`config.mk`:
```
export PLATFORM = sky130hd
export DESIGN_NAME = dmux_ctrl
export DESIGN_NICKNAME = d
export VERILOG_FILES = /design/src/rtl/dmux_ctrl.sv
export SDC_FILE = /design/constraint.sdc
export NUM_CORES = 1
export LEC_CHECK = 0
export BUFFER_PORTS_ARGS = -buffer_cell sky130_fd_sc_hd__buf_2
export CAP_MARGIN = 10
export CORE_MARGIN = 2
export CORE_UTILIZATION = 25
export DETAILED_ROUTE_END_ITERATION = 16
export PLACE_DENSITY = 0.6
export SYNTH_ARGS = -nofsm -noshare
export SYNTH_HDL_FRONTEND = slang
export SYNTH_SLANG_ARGS = --single-unit
export TNS_END_PERCENT = 30
```
`constraint.sdc`:
```
create_clock -name clk -period 1.5 [get_ports clk]
set_clock_uncertainty 0.05 [all_clocks]
set_input_delay 0.075 -clock clk [delete_from_list [all_inputs] [get_ports clk]]
set_output_delay 0.075 -clock clk [all_outputs]
set_load 0.03 [all_outputs]
```
`src/rtl/dmux_ctrl.sv`:
```
// dmux_ctrl: frame parser driving a 4-way demux (header + N payload words).
// Optional build macro: DMUX_CTRL_ERRCNT_EN enables the saturating err_cnt.
//
// Ports:
//   clk, rst_n        clock, async active-low reset
//   in_data, in_valid upstream word and its valid strobe
//   hold              downstream stall; in_ready = ~hold
//   in_ready          word accepted when in_valid & in_ready
//   sel, data_out     demux select and registered payload word
//   out_valid         data_out/sel carry a payload word
//   frame_done        pulse on the last payload word of a frame
//   err, err_cnt      sticky channel-3 flag and errored-frame count
module dmux_ctrl #(
    parameter int LEN_W = 8
) (
    input  logic        clk,
    input  logic        rst_n,
    input  logic [15:0] in_data,
    input  logic        in_valid,
    input  logic        hold,
    output logic        in_ready,
    output logic [1:0]  sel,
    output logic [15:0] data_out,
    output logic        out_valid,
    output logic        frame_done,
    output logic        err,
    output logic [7:0]  err_cnt
);

    typedef enum logic {
        IDLE,
        PAYLOAD
    } state_t;

    state_t           state, state_n;
    logic [LEN_W-1:0] cnt, cnt_n;
    logic [LEN_W-1:0] hdr_len;
    logic [1:0]       sel_n;
    logic [15:0]      data_n;
    logic             ov_n, fd_n, err_n;
    logic             acc, hdr_ch3;

    assign in_ready = ~hold;
    assign acc      = in_valid & ~hold;
    assign hdr_len  = in_data[LEN_W+1:2];
    assign hdr_ch3  = acc & (state == IDLE) & (in_data[1:0] == 2'd3);

    always_ff @(posedge clk or negedge rst_n) begin
        if (!rst_n) begin
            state      <= IDLE;
            cnt        <= '0;
            sel        <= 2'd0;
            data_out   <= 16'h0000;
            out_valid  <= 1'b0;
            frame_done <= 1'b0;
            err        <= 1'b0;
        end else begin
            state      <= state_n;
            cnt        <= cnt_n;
            sel        <= sel_n;
            data_out   <= data_n;
            out_valid  <= ov_n;
            frame_done <= fd_n;
            err        <= err_n;
        end
    end

    always_comb begin
        state_n = state;
        cnt_n   = cnt;
        sel_n   = sel;
        data_n  = 16'h0000;
        ov_n    = 1'b0;
        fd_n    = 1'b0;
        err_n   = err | hdr_ch3;
        unique case (state)
            IDLE: begin
                if (acc) begin
                    sel_n = in_data[1:0];
                    cnt_n = hdr_len;
                    // Zero-length frames never leave IDLE.
                    if (hdr_len != '0)
                        state_n = PAYLOAD;
                end
            end
            PAYLOAD: begin
                if (acc) begin
                    cnt_n = cnt - 1'b1;
                    fd_n  = (cnt == LEN_W'(1));
                    // Channel 3 frames are consumed but dropped.
                    if (sel != 2'd3) begin
                        ov_n   = 1'b1;
                        data_n = in_data;
                    end
                    if (cnt == LEN_W'(1))
                        state_n = IDLE;
                end
            end
        endcase
    end

`ifdef DMUX_CTRL_ERRCNT_EN
    logic [7:0] ecnt;

    always_ff @(posedge clk or negedge rst_n) begin
        if (!rst_n)
            ecnt <= 8'h00;
        else if (hdr_ch3 && ecnt != 8'hFF)
            ecnt <= ecnt + 8'd1;
    end

    assign err_cnt = ecnt;
`else
    assign err_cnt = 8'h00;
`endif

endmodule

```
* Yosys cells after proc, flatten, opt, wreduce, memory -nomap -nowiden
Index checks and enable logic that the tools add are counted.
Operators by class: add/sub/neg operators 1, equality and inequality tests 5, multiplexer cells 16, bitwise gates (word level) 6, reductions and logical operators 3
Operators by type and width (count):
- 16-bit 2-to-1 mux | 3
- 8-bit 2-to-1 mux | 2
- 8-bit one-hot mux with 2 select lines | 1
- 1-bit 2-to-1 mux | 9
- 8-bit by 1-bit == test with 1-bit output, second input constant | 1
- 8-bit nonzero test | 1
- 8-bit by 1-bit subtractor with 8-bit output, second input constant | 1
- 2-bit != test, second input constant | 2
- 2-bit AND reduction | 2
- 1-bit bitwise AND | 3
- 2-bit == test, second input constant | 1
- 2-bit by 1-bit != test with 1-bit output, second input constant | 1
- 1-bit NOT | 2
- 1-bit one-hot mux with 2 select lines | 1
- 1-bit bitwise OR | 1
Storage, ports and cells: register bits 30, input port bits 20, output and inout port bits 30, word-level logic and storage cells 38

* Longest topological paths before layout
Gate-level depths: netlist of run 1.
depth in word-level cells 5, mapped depth 5

* Worst setup path before layout of run 1
Ideal clock, no wire load.
kind register -> register, start point register cnt[0], end point register cnt[6], data arrival time 1.501 ns, required time 1.373 ns, slack -0.128 ns, cell stages (with the launch flop) 6, path buffers 0, path through dfrtp_1 -> inv_1 -> ha_1 -> or3b_1 -> o41a_2 -> a21oi_1
Between the ends: longest elaborated chain between the ends 3
RTL lines:
- start: declaration | line 36 | logic [LEN_W-1:0] cnt, cnt_n;
- start signal: assignment | line 59 | cnt <= cnt_n;
- 8-bit by 1-bit subtractor with 8-bit output | line 88 | cnt_n = cnt - 1'b1;
- 8-bit 2-to-1 mux | line 87 | if (acc) begin
- 8-bit one-hot mux with 2 select lines | line 76 | unique case (state)
Every way passes these cells. The select of a mux whose other input is x is not followed. A chain may end at the register's enable or synchronous reset.

* Worst setup path after layout of run 1
start point register cnt[1], end point register cnt[6]
The elaborated chain is that of the path after synthesis.

==> results.py, run 1 <==
metrics = {
    "status": {
        "status": "finished with violations",
        "violations": "negative setup slack",
    },
    "cts": {
        "numCtsBuffers": 5,
        "cts_sinks": 30,
        "cts_buffer_depth": 2,
        "htreeDepth": 2,
        "tritoncts": "yes",
        "clk_pin_slew_ps": 60,
        "cts_root_buf": "clkbuf_8",
        "insertion_delay_ps": 280,
    },
    "yosys": {
        "syn_avg_cell_area_sq_um": 11.28,
        "ys.flop_type": "dfrtp_1",
        "synth_area_sq_um": 1365,
        "synth_most_common_cell": "dfrtp_1",
        "yosysUniqueCellTypes": 34,
        "ys.warnings.count": 0,
        "synth_common_cells": "30 x dfrtp_1, 17 x and2_1, 8 x buf_4",
        "synth_cells": 121,
        "async_flop_share": 1.000,
        "yosysSeqAreaShare": 0.5500,
        "synth-seq-cells": 30,
        "synth_edf_count": 0,
        "synth.area.top_cells": "dfrtp_1 55%, and2_1 7.8%, buf_4 4.4%",
        "synth_top_area_share": 0.5500,
        "synth_area_leader_cell": "dfrtp_1",
    },
    "critical_path": {
        "r2r_end": "cnt[6]",
        "worst-r2r-setup-slack_ps": -80,
        "crit_start": "cnt[1]",
        "cp_max_fo": 3,
        "r2r_start": "cnt[1]",
        "crit_path_end_kind": "flop",
        "cp-endpoint": "cnt[6]",
        "r2r_cells": 5,
        "worstPathArrival_ps": 1740,
        "crit_type": "flop to flop",
        "worstPathRequired_ps": 1660,
        "start_kind": "flop",
    },
    "floorplan": {
        "rows": 26,
        "die_area_sq_um": 6068,
        "dieHeight_um": 77.90,
        "start_util": 0.2639,
        "die_w_um": 77.90,
        "core_area_sq_um": 5172,
        "io_pins": 50,
    },
    "sta": {
        "period_share": 1.050,
        "max_freq_ghz": 0.6348,
        "setup_viol": 3,
        "hold-worst-slack_ps": 0.6868,
        "timing.setup.tns_ps": -96.99,
        "rsz0062_at_grt": "true",
        "slew_viol_final": 0,
        "worst_slack_ps": -75.27,
        "worstMarginPinSlew_ps": 674.7,
        "finalCriticalPeriod_ps": 1575,
        "slew_headroom": 0.5502,
        "hold_viol": 0,
    },
    "global_route": {
        "grt_max_degree": 31,
        "grt_pass1_vias": 1085,
        "grt.overflow.total": 0,
        "antenna_found_initial": 0,
        "grtUsageTotal": 0.1135,
        "grt_pass1_wl_um": 5278,
    },
    "placement": {
        "placed_cell_area_sq_um": 1703,
        "hpwl_um": 2238,
        "gp_congestion": 0.7957,
        "io_buffers": 41,
        "post-place-ws_ps": -97.15,
    },
    "drt": {
        "wl_per_cell_um": 12.55,
        "drt_iter0_markers": 43,
        "drc_errors": 0,
        "ant_nets": 0,
        "num_vias": 1132,
        "vias_per_cell": 4.337,
        "firstDrtPassIters": 4,
        "wl_um": 3275,
    },
    "layout": {
        "area_growth_pct": 47.48,
        "drive_gt1_frac": 0.4084,
        "antennaDiodeCount": 0,
        "fillers": 508,
        "nets": 212,
        "design_area_sq_um": 2013,
    },
    "pwr": {
        "pwr_density_cell_nw_per_um2": 1662,
        "peakVddDrop_mv": 0.5092,
        "power.total_mw": 3.347,
        "p_leak_nw": 0.9875,
    },
    "worst_hold_path": {
        "min_path_type": "primary input to flop",
    },
    "flow_run": {
        "drv_cap": 0,
    },
}
[cell usage in the layout (no fill, tap or decap), drive strengths merged]
cell type	n
nor3	2
a21oi	4
or3	1
o41ai	1
o311a	1
nand2b	1
clkinv	1
ha	2
o211ai	1
and2	17
nor2b	3
or2b	1
dlygate4sd3	14
mux2i	3
o22ai	6
o21bai	1
o41a	1
nand2	4
mux2	2
clkbuf	7
dfrtp	30
buf	55
nor3b	1
nand3b	2
and3	1
or3b	2
nand4b	2
o21ai	7
conb	8
or4	3
nor4	3
inv	4
[worst max-delay path: stages (launching register included)]
cell and delay (ps):
dfrtp_1 380, inv_2 80, ha_4 130, or3b_4 400, o41a_4 360, a21oi_2 110
[sequential cells by signal (all words and copies together), names as in the netlist]
name        count
sel             2
data_out       16
state           1
frame_done      1
err             1
out_valid       1
cnt             8
[repair_timing]
action,in CTS,in global routing
resized for setup,5,8
hold endpoints to repair,44,0
pin swaps,2,2
buffers inserted,0,0
endpoints found under the setup margin,3,10
hold buffers,14,0
[cell families after synthesis]
logic type               share of synthesized area
adder cells (fa/ha/maj)                    0.01833
AND/OR/NAND/NOR                             0.2099
flip-flops                                  0.5500
AO/OA/AOI/OAI                               0.1027
other                                     0.002747
buffers and inverters                      0.07790
multiplexers                               0.03850
[how the worst min path moves through the flow]
| stage | startpoint | endpoint | slack (ps) | cells after the start |
|---|---|---|---|---|
| global route | in_data[3] | data_out[3] | 7 | 2 |
| detailed placement | rst_n | data_out[11] | 100 | 1 |
| floorplan | rst_n | cnt[0] | -270 | 0 |
| finish | in_data[2] | data_out[2] | 0.7 | 2 |
| global placement | rst_n | data_out[6] | 100 | 1 |
| CTS | in_data[3] | data_out[3] | 2 | 2 |
[report_power, final]
group | switching [mW] | internal [mW] | total [mW] | leakage (nW)
logic | 0.840 | 0.736 | 1.58 | 0.544
registers | 0.110 | 1.00 | 1.11 | 0.395
clock network | 0.288 | 0.369 | 0.658 | 0.0482
[stage by stage]
stage	util	cells
floorplan	-	128
global placement	0.3292	239
detailed placement	0.3292	239
CTS	0.3798	261
global route	0.3892	261
finish	0.3892	261
[layer usage]
layer | vias to the layer above | share of wire | GRT usage
met3 | 6 | 0.069 | 0.04070
met1 | 542 | 0.41 | 0.1335
li1 | 543 | - | -
met2 | 41 | 0.50 | 0.1845
met4 | 0 | 0.019 | 0.05263
met5 | - | 0 | 0
[cell type report]
cell class                      count  area [sq um]  share of cell area
Sequential cell                    30         750.7              0.3729
Multi-Input combinational cell     80         614.3              0.3052
Timing Repair Buffer               69         454.2              0.2256
Tap cell                           70         87.58             0.04351
Clock buffer                        7         86.33             0.04288
Inverter                            4         15.01            0.007458
Clock inverter                      1         5.005            0.002486
Note: power is estimated with default switching activity, not from simulation.
==> inputs of run 2 (changes only) <==
- SKIP_CTS_REPAIR_TIMING: default -> 1
==> run 2 against run 1 <==
  * The flow finishes with violations (negative hold slack, negative setup slack)
  * Via count shrank 2.8%
  * Worst hold slack lost 14 ps
  * Wire length shrank 1.1%
  * Final cell count shrank 1.1%
  * Utilization shrank 0.58 points
  * Register-to-register slack lost 20 ps
  * Sequential share of layout area grew 0.56 points
  * Global-route usage shrank 0.34 points
  * Cell area shrank 1.5%
  * Flip-flop and latch count is the same
  * Highest routed layer unchanged
==> results.py, run 2 (synthesis results as in run 1) <==
metrics = {
    "status": {
        "status": "finished with violations",
        "violations": "negative hold slack, negative setup slack",
    },
    "drt": {
        "num_vias": 1100,
        "drc_errors": 0,
        "wl_um": 3239,
        "firstDrtPassIters": 4,
        "ant_nets": 0,
        "drt_iter0_markers": 48,
        "wl_per_cell_um": 12.55,
        "vias_per_cell": 4.264,
    },
    "pwr": {
        "power.switching_mw": 1.237,
        "internal_power_mw": 2.103,
        "pwr-share-comb": 0.470,
        "p_leak_nw": 0.9749,
        "swShare": 0.3703,
        "clkPwrFrac": 0.197,
        "peakVddDrop_mv": 0.5093,
        "pwr_density_cell_nw_per_um2": 1684,
        "pwr-share-seq": 0.333,
    },
    "layout": {
        "drive_gt1_frac": 0.4149,
        "area_growth_pct": 45.28,
        "reg_top3": "data_out (16), cnt (8), sel (2)",
        "antennaDiodeCount": 0,
        "largest_reg_flops": 16,
        "nets": 209,
        "largest-register": "data_out",
        "final_cell_mix": "41 x buf_2, 30 x dfrtp_1, 17 x and2_1",
        "final_common_cell": "buf_2",
    },
    "critical_path": {
        "crit_path_end_kind": "flop",
        "r2r_start": "cnt[1]",
        "worst-r2r-setup-slack_ps": -90,
        "worstPathArrival_ps": 1760,
        "crit_start": "cnt[1]",
        "worstPathRequired_ps": 1670,
        "cp_max_fo": 3,
        "crit_type": "flop to flop",
        "start_kind": "flop",
    },
    "placement": {
        "gp_congestion": 0.7957,
        "post-place-ws_ps": -97.15,
        "hpwl_um": 2238,
        "io_buffers": 41,
    },
    "sta": {
        "worstMarginPinSlew_ps": 669.2,
        "slew_headroom": 0.5538,
        "max_freq_ghz": 0.6286,
        "rsz0062_at_grt": "true",
        "finalCriticalPeriod_ps": 1591,
        "setup_viol": 3,
        "hold_viol": 1,
        "hold-worst-slack_ps": -12.82,
        "worst_slack_ps": -90.87,
        "slew_viol_final": 0,
        "period_share": 1.061,
    },
    "cts": {
        "numCtsBuffers": 5,
        "clk_pin_slew_ps": 60,
        "cts_root_buf": "clkbuf_8",
        "htreeDepth": 2,
        "insertion_delay_ps": 280,
        "cts_buffer_depth": 2,
        "cts_sinks": 30,
        "tritoncts": "yes",
    },
    "global_route": {
        "grt_pass1_wl_um": 5092,
        "grt_pass1_vias": 1030,
        "antenna_found_initial": 0,
        "grt_max_degree": 31,
        "grtUsageTotal": 0.1100,
        "grt.overflow.total": 0,
    },
    "flow_run": {
        "drv_cap": 0,
    },
    "floorplan": {
        "die_area_sq_um": 6068,
        "core_area_sq_um": 5172,
        "io_pins": 50,
        "dieHeight_um": 77.90,
        "start_util": 0.2639,
        "rows": 26,
        "die_w_um": 77.90,
    },
    "worst_hold_path": {
        "min_path_type": "primary input to flop",
        "min_from": "in_data[4]",
    },
}
## run 2: cell types whose count changed in the layout (fill, tap and decap cells not counted), sizes merged
cell         before  now
dlygate4sd3      14   11
## run 2: layer usage
metal  up-vias  GRT usage  share of wire
met5         -          0              0
met3         6    0.04186          0.067
met4         0    0.05263          0.019
met1       518     0.1313           0.42
li1        537          -              -
met2        39     0.1741           0.50
## run 2: worst paths after layout
path	to	cells after the start
max	cnt[6]	5
min	data_out[4]	2
max reg2reg	cnt[6]	5
min reg2reg	err	1
max in group asynchronous	data_out[7]	2
min in group asynchronous	cnt[6]	2
## run 2: power groups by stage
| stage | Sequential, mW | Combinational, mW | Clock [mW] |
|---|---|---|---|
| finish | 1.11 | 1.57 | 0.659 |
| global route | 1.14 | 1.70 | 0.717 |
| CTS | 1.11 | 1.35 | 0.678 |
| detailed placement | 1.12 | 1.34 | 0 |
| global placement | 1.12 | 1.32 | 0 |
| floorplan | 1.34 | 0.651 | 0 |
## run 2: metrics by stage
step                power [mW]  TNS (ps)  instances    util  instance area [sq um]
floorplan                1.996    -104.3        128       -                   1396
global placement         2.441    -111.0        239  0.3292                   1703
detailed placement       2.462    -135.6        239  0.3292                   1703
CTS                      3.138    -214.6        247  0.3469                   1794
global route             3.555    -291.2        258  0.3834                   1983
finish                   3.339    -112.0        258  0.3834                   1983
## run 2: critical path, stage by stage, from the launching register on
cell and delay [ps]:
dfrtp_1 380, inv_2 80, ha_4 130, or3b_4 390
o41a_4 360, a21oi_2 130
## run 2: cell type report
cell class,count,area (sq um)
inverter,4,15.01
clock buffer,7,86.33
sequential,30,750.7
tap,70,87.58
timing repair buffer,66,424.2
fill,513,3189
multi-input combinational,80,614.3
clock inverter,1,5.005
==> inputs of run 3 (changes only) <==
- PLACE_DENSITY: 0.6 -> 0.58
- clock period: 1.5 -> 1.9 ns (I/O delays scaled with it)
==> run 3 against run 2 <==
  * The run now ends clean
  * Sequential share of layout area increased by 3.5 points
  * Die area unchanged
  * Critical path depth unchanged
  * Critical path type unchanged
  * Critical endpoint unchanged
  * Largest power group is now registers
==> results.py, run 3 (synthesis results as in run 1) <==
metrics = {
    "global_route": {
        "grt.overflow.total": 0,
        "grt_pass1_vias": 943,
        "grtUsageMet1": 0.1286,
        "antenna_found_initial": 0,
        "grtUsageTotal": 0.1010,
        "gr-max-usage-layer": "met2",
        "grt_pass1_wl_um": 4664,
        "grt_max_degree": 31,
        "gr-usage-met3": 0.04070,
        "met2_usage": 0.1466,
    },
    "critical_path": {
        "r2r_cells": 5,
        "worstPathArrival_ps": 1870,
        "cp_max_fo": 6,
        "crit_type": "flop to flop",
        "worstPathRequired_ps": 2060,
        "start_kind": "flop",
        "crit_path_end_kind": "flop",
    },
    "cts": {
        "cts_buffer_depth": 2,
        "clk_pin_slew_ps": 70,
        "insertion_delay_ps": 280,
        "cts_root_buf": "clkbuf_8",
        "cts_sinks": 30,
        "htreeDepth": 2,
        "numCtsBuffers": 5,
        "tritoncts": "yes",
    },
    "drt": {
        "wl_um": 2907,
        "drt_iter0_markers": 68,
        "firstDrtPassIters": 5,
        "wl_per_cell_um": 11.87,
        "drc_errors": 0,
        "vias_per_cell": 4.290,
        "num_vias": 1051,
        "ant_nets": 0,
    },
    "layout": {
        "area_growth_pct": 33.09,
        "final_cell_mix": "41 x buf_2, 30 x dfrtp_1, 17 x and2_1",
        "nets": 196,
        "final_common_cell": "buf_2",
        "antennaDiodeCount": 0,
        "fillers": 498,
        "reg_top3": "data_out (16), cnt (8), sel (2)",
        "largest-register": "data_out",
        "drive_gt1_frac": 0.3314,
        "largest_reg_flops": 16,
    },
    "floorplan": {
        "die_area_sq_um": 6068,
        "core_area_sq_um": 5172,
        "start_util": 0.2639,
        "rows": 26,
        "io_pins": 50,
        "dieHeight_um": 77.90,
        "die_w_um": 77.90,
    },
    "pwr": {
        "power.switching_uw": 852.6,
        "internal_power_mw": 1.533,
        "pwr-share-comb": 0.353,
        "swShare": 0.3574,
        "power.total_mw": 2.386,
        "p_leak_nw": 0.9038,
        "pwr-share-seq": 0.384,
        "clkPwrFrac": 0.263,
        "peakVddDrop_mv": 0.3621,
        "pwr_density_cell_nw_per_um2": 1313,
    },
    "sta": {
        "setup_viol": 0,
        "max_freq_ghz": 0.5835,
        "slew_headroom": 0.5675,
        "timing.setup.tns_ps": 0,
        "finalCriticalPeriod_ps": 1714,
        "worstMarginPinSlew_ps": 648.8,
        "period_share": 0.9020,
        "slew_viol_final": 0,
        "hold_viol": 0,
        "rsz0062_at_grt": "false",
    },
    "placement": {
        "hpwl_um": 2034,
        "io_buffers": 41,
        "gp_congestion": 0.7696,
    },
    "flow_run": {
        "drv_cap": 0,
    },
    "status": {
        "status": "finished, final reports clean",
    },
    "worst_hold_path": {
        "worst_hold_path.num_cells": 2,
        "min_path_type": "primary input to flop",
    },
}
==> run 3: area by class of cell <==
type	count	area, sq um	area share
inverters	4	15.01	0.008264
clock buffers	5	68.82	0.03788
multi-input cells	80	534.3	0.2941
clock inverters	3	40.04	0.02204
repair buffers	53	320.3	0.1763
well taps	70	87.58	0.04821
flip-flops and latches	30	750.7	0.4132
==> run 3: worst max-delay path, stage by stage, from the launching register on <==
cell     delay, ps
dfrtp_1        420
inv_1           80
ha_1           160
or3b_1         400
o41a_2         380
a21oi_1        150
==> run 3: final timing paths <==
path | to | from | slack (ps)
worst max-delay path | cnt[6] | cnt[0] | 190
worst min-delay path | data_out[1] | in_data[1] | 2
worst max register to register | cnt[6] | cnt[0] | 190
worst min register to register | err | err | 420
max in group asynchronous | cnt[0] | rst_n | 1050
min in group asynchronous | cnt[5] | rst_n | 320
==> run 3: metal layers <==
layer | share of wire | wire [um]
met5 | 0 | 0
met4 | 0.022 | 64
met3 | 0.073 | 212
met2 | 0.44 | 1293
met1 | 0.46 | 1338
==> run 3: through the flow <==
step,utilization,instance area [sq um],setup WS (ps),std cells,hold slack [ps]
after detailed placement,0.3108,1608,190.1,227,108.9
after global routing,0.3512,1817,90.19,245,8.237
after CTS,0.3319,1717,185.6,235,-204.7
final,0.3512,1817,186.1,245,1.778
after global placement,0.3108,1608,234.4,227,114.1
after floorplan,-,1391,271.9,128,-250.6
==> run 3: power groups by stage <==
stage / combinational [mW] / clock [mW] / sequential [mW]
after floorplan: 0.502 / 0 / 1.06
after global placement: 0.827 / 0 / 0.926
after detailed placement: 0.832 / 0 / 0.926
after CTS: 0.833 / 0.649 / 0.915
after global routing: 0.924 / 0.683 / 0.946
final: 0.843 / 0.626 / 0.917
